$ cat config.mk
export PLATFORM = sky130hd
export DESIGN_NAME = clk_tick_gen
export DESIGN_NICKNAME = d
export VERILOG_FILES = /design/src/rtl/clk_tick_pkg.sv /design/src/rtl/tick_div_ch.sv /design/src/rtl/clk_tick_gen.sv
export SDC_FILE = /design/constraint.sdc
export NUM_CORES = 1
export LEC_CHECK = 0
export BUFFER_PORTS_ARGS = -buffer_cell sky130_fd_sc_hd__buf_2
export CAP_MARGIN = 20
export CORE_ASPECT_RATIO = 2
export CORE_MARGIN = 1.5
export CORE_UTILIZATION = 37
export CTS_CLUSTER_SIZE = 20
export DETAILED_ROUTE_END_ITERATION = 8
export PLACE_DENSITY = 0.59
export SLEW_MARGIN = 20
export SYNTH_ARGS = -nofsm -noshare
export SYNTH_HDL_FRONTEND = slang
export SYNTH_SLANG_ARGS = --single-unit
$ cat constraint.sdc
create_clock -name i_clk -period 7.15 [get_ports i_clk]
set_input_delay 1.43 -clock i_clk [delete_from_list [all_inputs] [get_ports i_clk]]
set_output_delay 1.43 -clock i_clk [all_outputs]
set_load 0.01 [all_outputs]
$ cat src/rtl/clk_tick_pkg.sv
// Shared constants for the tick generator: 100 MHz system clock and the standard
// divisors for the 1 kHz display scan and 2 Hz counter timebase.
package clk_tick_pkg;

    localparam int          DEF_CNT_W   = 32;
    localparam int unsigned SYS_CLK_HZ  = 100_000_000;
    localparam int unsigned DIV_SCAN_1K = 50_000;
    localparam int unsigned DIV_CNT_2HZ = 25_000_000;

    // Divisor for a square output of frequency hz (sq toggles once per tick).
    function automatic int unsigned hz_to_div(input int unsigned hz);
        return SYS_CLK_HZ / (2 * hz);
    endfunction

endpackage

$ cat src/rtl/tick_div_ch.sv
// One rate channel: programmable divider with a shadow divisor that is applied
// on the channel's own wrap (or on sync), so a period is never cut short.
module tick_div_ch
    import clk_tick_pkg::*;
#(
    parameter int               CNT_W    = DEF_CNT_W,
    parameter logic [CNT_W-1:0] DIV_INIT = '0
) (
    input  logic             i_clk,
    input  logic             i_rst,
    input  logic             i_run,
    input  logic             i_sync,
    input  logic             i_we,
    input  logic [CNT_W-1:0] i_div,
    output logic             o_tick,
    output logic             o_sq,
    output logic             o_pend
);

    logic [CNT_W-1:0] r_cnt;
    logic [CNT_W-1:0] r_div_act;
    logic [CNT_W-1:0] r_div_shd;
    logic             r_tick;
    logic             r_sq;
    logic             r_pend;

    logic w_div_le1;
    logic w_wrap;
    logic w_apply;

    // Divisors 0 and 1 both mean divide-by-1; decoding them first keeps the
    // (div-1) compare free of the underflowed value.
    assign w_div_le1 = (r_div_act <= CNT_W'(1));
    assign w_wrap    = i_run && (w_div_le1 || (r_cnt == r_div_act - CNT_W'(1)));
    assign w_apply   = r_pend && (i_sync || w_wrap);

    always_ff @(posedge i_clk) begin
        if (i_rst) begin
            r_cnt     <= '0;
            r_div_act <= DIV_INIT;
            r_div_shd <= DIV_INIT;
            r_tick    <= 1'b0;
            r_sq      <= 1'b0;
            r_pend    <= 1'b0;
        end else begin
            if (i_sync) begin
                r_cnt  <= '0;
                r_sq   <= 1'b0;
                r_tick <= 1'b0;
            end else if (w_wrap) begin
                r_cnt  <= '0;
                r_tick <= 1'b1;
                r_sq   <= ~r_sq;
            end else begin
                r_tick <= 1'b0;
                if (i_run)
                    r_cnt <= r_cnt + CNT_W'(1);
            end

            if (w_apply) begin
                r_div_act <= r_div_shd;
                r_pend    <= 1'b0;
            end
            // A write on the apply edge lands after the old shadow moved over.
            if (i_we) begin
                r_div_shd <= i_div;
                r_pend    <= 1'b1;
            end
        end
    end

    assign o_tick = r_tick;
    assign o_sq   = r_sq;
    assign o_pend = r_pend;

endmodule

$ cat src/rtl/clk_tick_gen.sv
// Multi-channel tick / square-wave rate generator with runtime divisors.
// Define CLK_TICK_GATE_EN to add per-channel run enables (i_ch_en).
module clk_tick_gen
    import clk_tick_pkg::*;
#(
    parameter int                        NUM_CH  = 2,
    parameter int                        CNT_W   = DEF_CNT_W,
    parameter logic [NUM_CH*CNT_W-1:0]   DIV_RST = {32'd25_000_000, 32'd50_000},
    localparam int                       CH_W    = (NUM_CH > 1) ? $clog2(NUM_CH) : 1
) (
    input  logic              i_clk,
    input  logic              i_rst,
    input  logic              i_en,
    input  logic              i_sync,
    input  logic              i_cfg_we,
    input  logic [CH_W-1:0]   i_cfg_ch,
    input  logic [CNT_W-1:0]  i_cfg_div,
`ifdef CLK_TICK_GATE_EN
    input  logic [NUM_CH-1:0] i_ch_en,
`endif
    output logic [NUM_CH-1:0] o_tick,
    output logic [NUM_CH-1:0] o_sq,
    output logic [NUM_CH-1:0] o_cfg_pend
);

    logic [NUM_CH-1:0] w_we;
    logic [NUM_CH-1:0] w_run;

    generate
        for (genvar g = 0; g < NUM_CH; g++) begin : g_ch
            // Out-of-range channel indices match no instance and are dropped.
            assign w_we[g] = i_cfg_we && (int'(i_cfg_ch) == g);
`ifdef CLK_TICK_GATE_EN
            assign w_run[g] = i_en && i_ch_en[g];
`else
            assign w_run[g] = i_en;
`endif
            tick_div_ch #(
                .CNT_W    (CNT_W),
                .DIV_INIT (DIV_RST[g*CNT_W +: CNT_W])
            ) u_ch (
                .i_clk  (i_clk),
                .i_rst  (i_rst),
                .i_run  (w_run[g]),
                .i_sync (i_sync),
                .i_we   (w_we[g]),
                .i_div  (i_cfg_div),
                .o_tick (o_tick[g]),
                .o_sq   (o_sq[g]),
                .o_pend (o_cfg_pend[g])
            );
        end
    endgenerate

endmodule

==> run_results.csv, run 1 <==
group,metric,value,unit
yosys,yosys_warnings,0,
clocking,hold_buffers,0,
timing,period_minus_slack,4.52,ns
yosys,synth_cell_type_count,71,
global_routing,track_usage,0.201,
critical_path,crit_fanout,32,
timing,rsz0062_at_grt,"false",
final_layout,syn_to_final_growth,8.83,%
yosys,netlist_area,10900,um^2
route,finalWirelength,30.3,mm
timing,fin_crit_sh,0.632,
final_layout,layout_common_cells,"dfxtp_1, nand2_1, nor2_1",
clocking,cts.root.buffer_cell,"clkbuf_16",
timing,fin_worst_hold_slack,0.451,ns
worst_hold_path,hold_path.class,"flop to flop",
final_layout,final_util,0.411,
timing,slew_headroom,0.331,
route,first_pass_iters,4,
clocking,ctsResizeCount,0,
floorplanning,die-width,125,um
clocking,clk_latency,0.45,ns
floorplanning,die_area,30700,um^2
critical_path,regToRegSetupSlack,2.63,ns
global_routing,grt_antenna_before_repair,0,
clocking,cts_setup_buffers,0,
global_routing,grt_first_pass_wirelength,48.5,mm
clocking,clock-sinks,198,
pwr,netSwitchingFraction,0.253,
final_layout,fin_nets,1376,
place,hpwlAfterDp,22.8,mm
clocking,cts_tree,"yes",
timing,setup_viol,0,
critical_path,worstPathRequired,7.53,ns
final_layout,diodes,0,
yosys,synth_top_area_share,0.362,
global_routing,grt_start_max_net_pins,102,
pwr,peakVddDrop,0.167,mV
floorplanning,coreArea,29000,um^2
critical_path,cp.arrival,4.89,ns
clocking,cts_buffers,17,
floorplanning,io_pins,44,
worst_hold_path,hold_start,"g_ch[0].u_ch.r_div_shd[21]",
pwr,powerDensity,193,nW/um^2
pwr,p_sw,0.582,mW
timing,report.final.slew_viol_count,0,
final_layout,drive_gt1_frac,0.0818,
timing,hold_viol,0,
critical_path,reg2reg_from,"g_ch[0].u_ch.r_div_act[1]",
route,routedWlPerCell,17.8,um
yosys,ys.flop_type,"dfxtp_1",
route,avgViaCountPerCell,5.47,
yosys,seq_area_frac_synth,0.362,
critical_path,startpoint_type,"flop",
critical_path,slowest_delay,0.79,ns
route,dr_total_vias,9328,
outcome,status,"finished, final reports clean",
route,final_antenna_net_count,0,
critical_path,critPathSlowestCell,"nor2_4",
route,drcViolationCount,0,
yosys,ys_seq_elements,198,
pwr,share_comb_of_total_power,0.063,
route,drtIter0Drc,503,
timing,fmax,221,MHz
critical_path,reg2reg_depth,12,
critical_path,cp_cell_sequence,"inv_1 > ha_1 > nor3b_1 > nand3_1 > o32a_1 > a21oi_1 > nand4_1 > a2111oi_0 > a221oi_1 > buf_4 > nor2_4 > mux2i_1",
place,place.gp.congestion,1.01,
place,port_buffers,43,
timing,fin_skew,0.0125,ns
yosys,avgSynthCellArea,8.11,um^2
yosys,synthCells,1349,
worst_hold_path,hold_depth,2,
worst_hold_path,min_to,"g_ch[0].u_ch.r_div_shd[21]",
clocking,clk_transition_reported_paths,0.08,ns
timing,fin_tns_setup,0,ns
pwr,pwr-share-seq,0.498,
critical_path,rr_endpoint,"g_ch[0].u_ch.r_div_act[18]",
global_routing,grt_pass1_vias,9308,
pwr,power,2.30,mW
yosys,yosys.area.top_type,"dfxtp_1",
yosys,netlist_top_cells_area,"dfxtp_1, nand2_1, xnor2_1",
pwr,p_leak,3.96,nW
yosys,synth_nets,1393,
critical_path,endpoint_kind,"flop",
job,cap_viol_max_count,0,
timing,worstMarginPinSlew,1.00,ns
yosys,synth_edf_count,0,
final_layout,final_common_cell,"dfxtp_1",
yosys,async_flop_share,0,
clocking,htree_levels,4,
pwr,power_frac_clock,0.439,
pwr,power.internal,1.72,mW
global_routing,gr-total-overflow,0,
critical_path,crit_type,"flop to flop",
floorplanning,placementRows,88,
floorplanning,die_h,246,um
clocking,clock_path_buffers,2,
floorplanning,start_util,0.378,
## state kept, by name (all words and copies together), names as in the netlist
name                 flops
g_ch.u_ch.r_cnt         64
g_ch.u_ch.r_div_act     64
g_ch.u_ch.r_div_shd     64
g_ch.u_ch.o_pend         2
g_ch.u_ch.o_sq           2
g_ch.u_ch.o_tick         2
## power by group through the flow
stage | registers, mW | logic, mW | clock network, mW
floorplan | 1.16 | 0.105 | 0
global placement | 1.17 | 0.145 | 0
detailed placement | 1.17 | 0.147 | 0
CTS | 1.15 | 0.147 | 1.04
global route | 1.15 | 0.162 | 1.08
finish | 1.15 | 0.146 | 1.01
## synth_stat cells, drive strengths merged, types with 2 or more instances
master   count
nor3b        8
a2111oi      2
or4         11
and4         4
nor2b        9
a21o         2
mux2         2
o211ai       7
o211a        3
nor3        71
or2          7
xor2        62
o21ai       20
mux2i       59
ha           6
o31ai       11
a211o        8
buf         23
inv         19
a311oi       3
nor4        34
clkbuf      66
nand2      187
and2         9
nand4       29
o31a         2
nand4b       9
or3         19
o311ai       3
nand3b      23
and3        17
nor2       114
nand2b      91
a21oi       56
a211oi       4
nand3       37
xnor2       71
or4b         8
o21a         9
dfxtp      198
a31oi       10
## metrics by stage
step                      std cells  instance area (um^2)  setup WS [ns]
after floorplan                1349                 10900           3.64
after global routing           1705                 11900           2.22
final                          1705                 11900           2.63
after detailed placement       1673                 11300           2.63
after CTS                      1705                 11900           2.60
after global placement         1673                 11300           2.76
## how the worst max path moves through the flow
stage | depth (start not counted) | to | from | slack [ns]
after global routing | 12 | g_ch[0].u_ch.r_div_act[18] | g_ch[0].u_ch.r_div_act[0] | 2.22
final | 12 | g_ch[0].u_ch.r_div_act[18] | g_ch[0].u_ch.r_div_act[1] | 2.63
after global placement | 12 | g_ch[1].u_ch.r_div_act[24] | g_ch[1].u_ch.r_div_act[0] | 2.76
after detailed placement | 12 | g_ch[0].u_ch.r_div_act[18] | g_ch[0].u_ch.r_div_act[1] | 2.63
after floorplan | 12 | g_ch[1].u_ch.r_div_act[10] | g_ch[1].u_ch.r_div_act[0] | 3.64
after CTS | 12 | g_ch[0].u_ch.r_div_act[18] | g_ch[0].u_ch.r_div_act[1] | 2.60
## critical path: cells and delay by family (launching register included)
kind                     cells  cell delay [ns]
flip-flops                   1             0.35
AO/OA/AOI/OAI                4             1.18
multiplexers                 1             0.28
adder cells (fa/ha/maj)      1             0.34
AND/OR/NAND/NOR              4             1.91
buffers and inverters        2             0.35
## layer usage
layer  up-vias  track usage  wire (um)
li1       4625            -          -
met1      4375        0.192      11000
met2       212        0.382      16300
met3       116       0.0300        709
met4         0        0.154       2350
met5         -            0          0
## kinds of logic (layout without fill, tap and decap cells)
group           Yosys count  after routing  synth area share
flops                   198            198             0.362
mux                      61             61            0.0560
simple gates            691            691             0.333
xor+xnor                133            133             0.106
fa+ha+maj                 6              6           0.00686
buf+inv                 108            104            0.0437
compound gates          152            152            0.0914
## cell type report
cell class	instances	area, um^2
Clock buffer	19	443
Clock inverter	13	165
Timing Repair Buffer	53	293
Sequential cell	198	3960
Multi-Input combinational cell	1043	6520
Inverter	19	71.3
Tap cell	360	450
Fill cell	2957	17100
Note: power is estimated with default switching activity, not from simulation.
==> inputs of run 2 (changes only) <==
==> constraint.sdc (replaced) <==
create_clock -name i_clk -period 4.2 [get_ports i_clk]
set_input_delay 0.84 -clock i_clk [delete_from_list [all_inputs] [get_ports i_clk]]
set_output_delay 0.84 -clock i_clk [all_outputs]
set_load 0.01 [all_outputs]
==> run_results.csv, run 2 (same netlist as run 1, synthesis figures left out) <==
group,metric,value,unit
outcome,status,"finished, final reports clean",
final_layout,reg_top3,"g_ch.u_ch.r_cnt x64, g_ch.u_ch.r_div_act x64, g_ch.u_ch.r_div_shd x64",
clocking,clock-sinks,198,
clocking,clk_transition_reported_paths,0.07,ns
global_routing,grt_start_max_net_pins,104,
final_layout,layout_common_cells,"dfxtp_1, nand2_1, nor2_1",
clocking,cts_tree,"yes",
clocking,clk_latency,0.45,ns
clocking,clock_path_buffers,2,
global_routing,grt_first_pass_wirelength,48.8,mm
pwr,powerDensity,318,nW/um^2
final_layout,fin_nets,1416,
floorplanning,die_area,30700,um^2
place,place.gp.congestion,0.932,
floorplanning,placementRows,88,
critical_path,crit_fanout,17,
critical_path,cp.arrival,4.19,ns
route,drcViolationCount,0,
route,finalWirelength,31.0,mm
critical_path,critPathSlowestCell,"or4_4",
floorplanning,io_pins,44,
critical_path,worstPathRequired,4.58,ns
critical_path,cp_cell_sequence,"inv_1 > ha_1 > nor3b_1 > and3_1 > mux2_2 > o211a_1 > nor4_1 > nand4_1 > or4_4 > a31oi_4 > buf_12 > mux2i_1",
critical_path,endpoint_kind,"flop",
critical_path,reg2reg_from,"g_ch[1].u_ch.r_div_act[0]",
critical_path,cp_top_family,"simple AND/OR/NAND/NOR gates",
floorplanning,coreArea,29000,um^2
critical_path,slowest_delay,0.55,ns
timing,hold_viol,0,
timing,fin_skew,0.0119,ns
timing,setup_viol,0,
place,port_buffers,43,
final_layout,syn_to_final_growth,12.0,%
pwr,power,3.89,mW
clocking,cts_buffers,17,
global_routing,grt_antenna_before_repair,0,
pwr,p_leak,4.17,nW
timing,worstMarginPinSlew,0.837,ns
route,routedWlPerCell,17.7,um
global_routing,gr-total-overflow,0,
worst_hold_path,hold_path.class,"flop to flop",
timing,rsz0062_at_grt,"false",
worst_hold_path,hold_start,"g_ch[1].u_ch.r_div_shd[17]",
route,drtIter0Drc,512,
clocking,ctsResizeCount,0,
global_routing,grt_pass1_vias,9213,
pwr,peakVddDrop,0.285,mV
final_layout,drive_gt1_frac,0.109,
critical_path,crit_buf_inv,2,
critical_path,startpoint,"g_ch[1].u_ch.r_div_act[0]",
timing,period_minus_slack,3.81,ns
floorplanning,start_util,0.378,
floorplanning,die-width,125,um
job,cap_viol_max_count,0,
clocking,htree_levels,4,
clocking,cts_setup_buffers,0,
clocking,cts.root.buffer_cell,"clkbuf_16",
route,avgViaCountPerCell,5.41,
route,dr_total_vias,9439,
final_layout,final_common_cell,"dfxtp_1",
floorplanning,die_h,246,um
final_layout,diodes,0,
route,first_pass_iters,5,
timing,slew_headroom,0.442,
timing,report.final.slew_viol_count,0,
route,final_antenna_net_count,0,
global_routing,track_usage,0.203,
clocking,hold_buffers,0,
critical_path,crit_type,"flop to flop",
timing,fin_crit_sh,0.908,
critical_path,startpoint_type,"flop",
timing,fmax,262,MHz
place,hpwlAfterDp,23.8,mm
timing,fin_tns_setup,0,ns
critical_path,regToRegSetupSlack,0.39,ns
-- run 2: cell count changes in the layout (fill, tap and decap cells not counted), moves of 2 or more --
cell and change:
buf_12 +5, buf_4 +35, clkinv_2 +3, clkinvlp_4 -2
inv_6 +3, inv_8 -2
-- run 2: metrics by stage --
step | worst slack [ns] | instances | instance area (um^2) | utilization | hold slack [ns]
finish | 0.385 | 1745 | 12200 | 0.423 | 0.454
global route | 0.126 | 1745 | 12200 | 0.423 | 0.475
CTS | 0.416 | 1745 | 12200 | 0.423 | 0.458
detailed placement | 0.453 | 1713 | 11700 | 0.402 | 0.447
global placement | 0.539 | 1713 | 11700 | 0.402 | 0.439
floorplan | 0.689 | 1349 | 10900 | - | 0.431
-- run 2: final timing paths --
| kind | to | cells after the start |
|---|---|---|
| setup reg to reg | g_ch[1].u_ch.r_div_act[11] | 12 |
| hold / removal | g_ch[1].u_ch.r_div_shd[17] | 2 |
| setup / recovery | g_ch[1].u_ch.r_div_act[11] | 12 |
| hold reg to reg | g_ch[1].u_ch.r_div_shd[17] | 2 |
-- run 2: area by class of cell --
| cell class | count | area (um^2) |
|---|---|---|
| fill | 2980 | 16700 |
| multi-input combinational | 1043 | 6510 |
| sequential | 198 | 3960 |
| timing repair buffer | 93 | 656 |
| tap | 360 | 450 |
| clock buffer | 17 | 425 |
| clock inverter | 15 | 169 |
| inverter | 19 | 71.3 |
-- run 2: power by group --
part | total [mW] | leakage, nW | internal (mW) | switching (mW)
clock network | 1.68 | 0.297 | 0.893 | 0.791
registers | 1.95 | 1.61 | 1.92 | 0.0317
logic | 0.262 | 2.27 | 0.105 | 0.157
-- run 2: layer usage --
metal	GRT usage	up-vias	part of all wire
met3	0.0315	95	0.024
met4	0.144	0	0.070
met5	0	-	0
met2	0.393	189	0.55
met1	0.192	4443	0.36
li1	-	4712	-
-- run 2: worst min-delay path, stage by stage (launching register included) --
cell and delay, ns:
dfxtp_1 0.31, nand2_1 0.05, a21oi_1 0.05
